**src/rtl/cat_out_logger.sv**
```systemverilog
// Change-capture logger for the cat controller output vector: every change of y_in
// while enabled is stored with a timestamp in a small FIFO drained via valid/ready.
module cat_out_logger #(
    parameter int WIDTH  = 22,
    parameter int DEPTH  = 4,
    parameter int TS_W   = 8,
    parameter int DROP_W = 8,
    localparam int AW    = $clog2(DEPTH),
    localparam int PW    = AW + 1
) (
    input  logic              clk,
    input  logic              rst,
    input  logic [WIDTH-1:0]  y_in,
    input  logic              capture_en,
    output logic              out_valid,
    input  logic              out_ready,
    output logic [WIDTH-1:0]  out_word,
    output logic [TS_W-1:0]   out_ts,
    output logic [PW-1:0]     level,
    output logic              overflow,
    output logic [DROP_W-1:0] drop_cnt
);

    logic [WIDTH-1:0]      prev_y;
    logic [TS_W-1:0]       ts;
    logic [PW-1:0]         wr_ptr;
    logic [PW-1:0]         rd_ptr;
    logic [WIDTH+TS_W-1:0] mem [DEPTH];

    logic evt;
    logic empty;
    logic full;
    logic pop;
    logic push;
    logic drop;

    always_comb begin
        evt   = capture_en && (y_in != prev_y);
        empty = (wr_ptr == rd_ptr);
        // Same slot, opposite lap: the writer is exactly DEPTH entries ahead.
        full  = (wr_ptr[AW-1:0] == rd_ptr[AW-1:0]) && (wr_ptr[AW] != rd_ptr[AW]);
        pop   = !empty && out_ready;
        push  = evt && (!full || pop);
        drop  = evt && full && !pop;
    end

    assign out_valid           = !empty;
    assign level               = wr_ptr - rd_ptr;
    assign {out_word, out_ts}  = mem[rd_ptr[AW-1:0]];

    // NOTE: sequential state uses non-blocking assignments so every register
    // samples the pre-edge values of the others, independent of statement order.
    always_ff @(posedge clk) begin
        if (rst) begin
            prev_y   <= '0;
            ts       <= '0;
            wr_ptr   <= '0;
            rd_ptr   <= '0;
            overflow <= 1'b0;
            drop_cnt <= '0;
        end else begin
            if (capture_en) begin
                prev_y <= y_in;
                ts     <= ts + TS_W'(1);
            end
            if (push) wr_ptr <= wr_ptr + PW'(1);
            if (pop)  rd_ptr <= rd_ptr + PW'(1);
            if (drop) begin
                overflow <= 1'b1;
                if (drop_cnt != '1) drop_cnt <= drop_cnt + DROP_W'(1);
            end
        end
    end

    // NOTE: storage is deliberately not reset; the pointers alone define which
    // entries are valid, so a reset only has to clear them.
    always_ff @(posedge clk) begin
        if (push && !rst) mem[wr_ptr[AW-1:0]] <= {y_in, ts};
    end

endmodule

```
**config.mk**
```make
export PLATFORM = sky130hd
export DESIGN_NAME = cat_out_logger
export DESIGN_NICKNAME = d
export VERILOG_FILES = /design/src/rtl/cat_out_logger.sv
export SDC_FILE = /design/constraint.sdc
export NUM_CORES = 1
export LEC_CHECK = 0
export BUFFER_PORTS_ARGS = -buffer_cell sky130_fd_sc_hd__buf_4
export CORE_MARGIN = 5
export CORE_UTILIZATION = 30
export DETAILED_ROUTE_END_ITERATION = 10
export PLACE_DENSITY_LB_ADDON = 0.1
export SYNTH_ARGS = -nofsm -noshare
export SYNTH_HDL_FRONTEND = slang
export SYNTH_SLANG_ARGS = --single-unit
```
**constraint.sdc**
```tcl
create_clock -name clk -period 5.37 [get_ports clk]
set_input_delay 1.074 -clock clk [delete_from_list [all_inputs] [get_ports clk]]
set_output_delay 1.074 -clock clk [all_outputs]
set_load 0.03 [all_outputs]
```
==> results.tsv, run 1 <==
metric	value	unit
critical_path_peak_fanout	16	
seq_area	4550	um2
grt_max_degree	53	
fmax	0.302	GHz
wire_per_inst	17.8	um
synth_edf_count	120	
maxSlewViolCount	0	
gp_congestion	0.671	
rrSetupSlack	2.43	ns
synth_nets	443	
cts_max_path_buffers	2	
grt_use_total	0.119	
syn2layout_area_growth	21.4	%
hold_viol	0	
nets	521	
crit_slowest_cell	dfxtp_1	
drc_errors	0	
drtIter0Drc	134	
synth_area_leaders	edfxtp_1 (55%), dfxtp_1 (14%), mux4_2 (10%)	
numCtsBuffers	17	
grt_pass1_vias	3903	
cp_data_arrival_time	2.23	ns
powerDensity	382	nW/um2
core.rowCount	54	
rsz0062_at_grt	no	
path_cells	buf_4 -> mux4_2 -> buf_4	
hold_path.startpoint	overflow$_SDFFE_PP0P_	
vias_per_cell	4.60	
r2r_cells	8	
core	21800	um2
status	finished clean	
syn_inst	407	
p_total	3.05	mW
ys_types	36	
setup_violations	0	
overflow	0	
critPathRequiredTime	4.30	ns
cap_viol_max_count	0	
numClockSinks	167	
cts_tree	done	
mostFrequentLayoutCells	edfxtp_1 (120), buf_4 (76), dfxtp_1 (46), nor2_1 (39), mux4_2 (30)	
grt_antenna_before_repair	1	
ys.flop_type	edfxtp_1	
hpwl	8980	um
hold_buffers	0	
hp-class	register to register	
syn_area	6590	um2
slew_headroom	0.485	
crit_family	flip-flops	
cp_num_buf_inv	2	
peakVddDrop	0.209	mV
synth_top_cell_area_share	0.547	
criticalPathCategory	register to output pin	
synth_warnings	0	
cts_resized	0	
grt_pass1_wl	22300	um
p_leak	2.89	nW
root_buffer	clkbuf_16	
clk_latency	0.42	ns
reg2reg_from	wr_ptr[0]$_SDFFE_PP0P_	
num_io_pins	69	
avgSynthCellArea	16.2	um2
h-tree-depth	4	
cp-start-kind	register	
drtAntennaViolNets	0	
ys_ff_latch	167	
fillers	2058	
cts_setup_buffers	0	
vias	3580	
path_common_cell	buf_4	
max_stage_delay	0.82	ns
multiInputGateArea	1950	um2
reg2reg_to	mem[0][29]$_DFFE_PP_	
layout_commonest_cell	edfxtp_1	
layout-drive-gt1-share	0.281	
clk_pin_slew_worst_paths	0.06	ns
tightest_slew	0.772	ns
async_flop_share	0	
synth_top_cell_by_area	edfxtp_1	
worstHoldPathCells	1	
post-route-period-util	0.616	
yosysSeqAreaShare	0.690	
die_area	25000	um2
start_util	0.303	
die_y	158	um
worstHoldEndpoint	overflow$_SDFFE_PP0P_	
fin_worst_skew	0.0106	ns
layout_min_cycle_time	3.31	ns
dr.pass1.iters	4	
routed_wl	13800	um
port_buffers	68	
diodes	0	
critPathCaptureType	output pin	
die_x	158	um
tns	0	ns
-- cell usage after synthesis, types with 3 or more instances --
master / instances
nor2b_1: 3
nor4_1: 7
o21ai_0: 5
inv_1: 9
xnor2_1: 3
clkbuf_1: 9
and2_1: 3
a21oi_1: 10
or3_1: 5
nand2_1: 12
mux4_2: 30
ha_1: 9
nand3_1: 7
nor3_1: 3
o31ai_1: 3
nand4_1: 6
xor2_1: 28
or4_1: 4
buf_2: 6
edfxtp_1: 120
nor2_1: 39
dfxtp_1: 47
mux2i_1: 23
-- worst max path at each step --
stage,end,cells after the start,startpoint
2_1_floorplan,mem[3][0]$_DFFE_PP_,6,y_in[8]
3_3_place_gp,mem[1][3]$_DFFE_PP_,9,y_in[8]
3_5_place_dp,mem[1][3]$_DFFE_PP_,9,y_in[8]
4_1_cts,out_word[20],3,register
5_1_grt,out_word[20],3,register
6_report,out_word[20],3,register
-- metal layers --
metal,track usage,vias up,share of wire
met5,0,-,0.00094
met4,0.0329,2,0.011
met3,0.0377,14,0.057
met2,0.194,78,0.49
met1,0.154,1789,0.44
li1,-,1697,-
-- cells by family after synthesis --
kind of cell    Yosys count  synth area share
simple gates             95            0.0706
mux                      56             0.143
compound gates           22            0.0197
fa+ha+maj                10            0.0201
buf+inv                  26            0.0160
flops                   167             0.690
xor+xnor                 31            0.0412
-- power by group --
part | total, mW | leakage, nW | internal, mW | switching, mW
sequential | 1.44 | 1.50 | 1.42 | 0.0225
clock | 1.15 | 0.265 | 0.680 | 0.469
combinational | 0.463 | 1.13 | 0.193 | 0.270
-- area by class of cell --
type                            instances  share of cell area
Timing Repair Buffer                   76              0.0713
Clock inverter                         10              0.0135
Tap cell                              280              0.0438
Inverter                                9             0.00422
Clock buffer                           22              0.0555
Multi-Input combinational cell        214               0.243
Sequential cell                       167               0.568
-- stage by stage --
stage / hold WS [ns] / worst slack, ns / area [um2] / std cells / utilization
final: 0.498 / 2.06 / 8000 / 778 / 0.368
after global routing: 0.514 / 1.88 / 8000 / 778 / 0.368
after floorplan: 0.465 / 0.357 / 6590 / 407 / -
after CTS: 0.499 / 1.93 / 8000 / 778 / 0.368
after detailed placement: 0.473 / 1.71 / 7450 / 746 / 0.342
after global placement: 0.473 / 1.69 / 7450 / 746 / 0.342
-- sequential cells by signal, indices dropped and copies added, names as in the netlist, named ones only --
register / cells
drop_cnt: 8
mem: 120
overflow: 1
prev_y: 22
rd_ptr: 3
ts: 8
wr_ptr: 3
Power figures use the tool's default switching activity.
==> inputs of run 2 (changes only) <==
ABC_AREA = 1   (was unset)
clock period = 3.1 ns   (was 5.37 ns; I/O delays follow)
==> run 2 against run 1 <==
Compared with the run above: sequential power up 74%; final cell count up 31%; critical path depth up 2; register-to-register slack worse by 1.6 ns; die area up 2.8%; highest routed layer unchanged; largest cell class unchanged; core utilization up 0.14 points; wire length up 15%.
==> results.tsv, run 2 <==
metric	value	unit	change
status	finished clean		
synth_commonest_cells	edfxtp_1 (120), nor2_1 (120), o21ai_0 (91)		
hold_path.startpoint	y_in[3]		
cp_num_buf_inv	3		+1
layout_commonest_cell	edfxtp_1		
dp_cells	986		+32%
yosysSeqAreaShare	0.669		-0.0202
drc_errors	0		unchanged
grt_max_degree	61		+15%
vias_per_cell	4.54		-1.2%
start_util	0.303		about the same
num_io_pins	69		unchanged
root_buffer	clkbuf_16		
syn2layout_area_growth	22.0	%	
layoutNonFillerInstCount	1018		+31%
numClockSinks	167		unchanged
syn_area	6790	um2	+3.0%
fmax	0.370	GHz	
synth_area_leaders	edfxtp_1 (53%), dfxtp_1 (14%), o21ai_0 (6.7%)		
core.rowCount	55		+1.9%
overflow	0		unchanged
layout_min_cycle_time	2.70	ns	
tns	0	ns	unchanged
cp-start-kind	register		
cts_max_path_buffers	2		unchanged
cts_tree	done		
worstHoldEndpoint	mem[2][11]$_DFFE_PP_		
synth_top_cell_area_share	0.531		-0.0160
rrSetupSlack	0.85	ns	-1.58 ns
setup_violations	0		unchanged
crit_slowest_cell	inv_1		
layout-drive-gt1-share	0.162		-0.119
ys_ff_latch	167		unchanged
numCtsBuffers	17		unchanged
nets	756		+45%
h-tree-depth	4		unchanged
max_stage_delay	0.47	ns	-0.35 ns
async_flop_share	0		unchanged
largest_reg_flops	120		unchanged
ys.flop_type	edfxtp_1		
avgSynthCellArea	10.5	um2	-35%
diodes	0		unchanged
cp_data_arrival_time	2.08	ns	-0.15 ns
critPathCaptureType	output pin		
cts_setup_buffers	0		unchanged
grt_antenna_before_repair	1		unchanged
vias	4626		+29%
clk_latency	0.42	ns	about the same
die_x	160	um	+1.4%
clk_pin_slew_worst_paths	0.07	ns	about the same
fin_worst_skew	0.0113	ns	+0.000714 ns
p_total	5.68	mW	+86%
wire_per_inst	15.6	um	-12%
slew_headroom	0.567		+0.0816
synth_warnings	0		unchanged
hpwl	10100	um	+12%
path_common_cell	buf_4		
maxSlewViolCount	0		unchanged
criticalPathCategory	register to output pin		
port_buffers	68		unchanged
core	22400	um2	+3.1%
synth_top_cell_by_area	edfxtp_1		
dr.pass1.iters	4		unchanged
p_leak	3.17	nW	+9.5%
critPathRequiredTime	2.48	ns	-1.82 ns
tightest_slew	0.649	ns	-0.122 ns
reg2reg_from	wr_ptr[0]$_SDFFE_PP0P_		
worstHoldPathCells	1		unchanged
routed_wl	15900	um	+15%
reg2reg_to	mem[2][9]$_DFFE_PP_		
rsz0062_at_grt	no		
peakVddDrop	0.272	mV	+30%
drtIter0Drc	220		+64%
mostFrequentLayoutCells	edfxtp_1 (120), nor2_1 (116), o21ai_0 (91), nand2_1 (81), buf_4 (75)		
crit_family	buffers and inverters		
die_area	25700	um2	+2.8%
critical_path_peak_fanout	22		+6
post-route-period-util	0.872		
place_ws	0.491	ns	-1.21 ns
ys_types	24		-33%
finalWorstSetupSlack	0.395	ns	-1.67 ns
cap_viol_max_count	0		unchanged
syn_inst	649		+59%
powerDensity	686	nW/um2	+80%
path_cells	inv_1 -> buf_4 -> o21ai_0 -> o22ai_1 -> buf_4		
path_depth	5		+2
gp_congestion	0.746		+11%
hold_viol	0		unchanged
r2r_cells	10		+2
hp-class	input pin to register		
cts_resized	0		unchanged
synth_nets	685		+55%
hold_buffers	0		unchanged
grt_use_total	0.125		+0.00602
grt_pass1_wl	25000	um	+12%
drtAntennaViolNets	0		unchanged
grt_pass1_vias	4551		+17%
synth_edf_count	120		unchanged
die_y	160	um	+1.4%
[run 2: cell types whose count changed in the layout (fill, tap and decap cells not counted), moves of 6 or more]
cell / change
a21oi_1: +23
inv_1: +50
inv_6: +6
mux2i_1: -23
mux4_2: -30
nand2_1: +69
nor2_1: +77
nor4_1: -6
o21ai_0: +86
o22ai_1: +30
xor2_1: -21
[run 2: cell families after synthesis]
| kind of cell | Yosys count | synth area share |
|---|---|---|
| adders and majority gates | 10 | 0.0195 |
| AOI/OAI and AO/OA | 155 | 0.120 |
| DFF | 167 | 0.669 |
| and+or+nand+nor | 218 | 0.128 |
| buffers and inverters | 88 | 0.0488 |
| xor gates and xnor gates | 11 | 0.0142 |
[run 2: stage by stage]
| stage | area (um2) | hold slack (ns) | util |
|---|---|---|---|
| floorplan | 6790 | 0.447 | - |
| global placement | 7710 | 0.444 | 0.344 |
| detailed placement | 7710 | 0.450 | 0.344 |
| CTS | 8280 | 0.391 | 0.369 |
| global route | 8280 | 0.394 | 0.369 |
| finish | 8280 | 0.418 | 0.369 |
[run 2: area by class of cell]
type,count,area [um2]
clock buffer,18,439
clock inverter,14,126
fill,2252,14200
inverter,60,225
multi-input combinational,394,1920
sequential,167,4550
tap,285,357
timing repair buffer,80,663
[run 2: per-layer routing]
| metal | GRT usage | up-vias | wire length, um | share of wire |
|---|---|---|---|---|
| li1 | - | 2363 | - | - |
| met1 | 0.153 | 2174 | 7140 | 0.45 |
| met2 | 0.212 | 75 | 7890 | 0.50 |
| met3 | 0.0393 | 12 | 665 | 0.042 |
| met4 | 0.0368 | 2 | 152 | 0.0096 |
| met5 | 0 | - | 13 | 0.00082 |
[run 2: where the power goes]
| part | leakage, nW | switching [mW] | total (mW) | internal, mW |
|---|---|---|---|---|
| sequential | 1.50 | 0.0377 | 2.51 | 2.47 |
| clock | 0.279 | 0.932 | 2.01 | 1.08 |
| combinational | 1.39 | 0.778 | 1.16 | 0.383 |
| total | 3.17 | 1.75 | 5.68 | 3.93 |
[run 2: worst max path at each step]
stage / slack [ns] / endpoint / from
after floorplan: -0.06 / mem[3][0]$_DFFE_PP_ / wr_ptr[0]$_SDFFE_PP0P_
after global placement: 0.54 / mem[3][9]$_DFFE_PP_ / y_in[17]
after detailed placement: 0.49 / mem[2][11]$_DFFE_PP_ / y_in[17]
after CTS: 0.29 / out_word[3] / register
after global routing: 0.19 / out_word[10] / register
final: 0.40 / out_word[8] / register
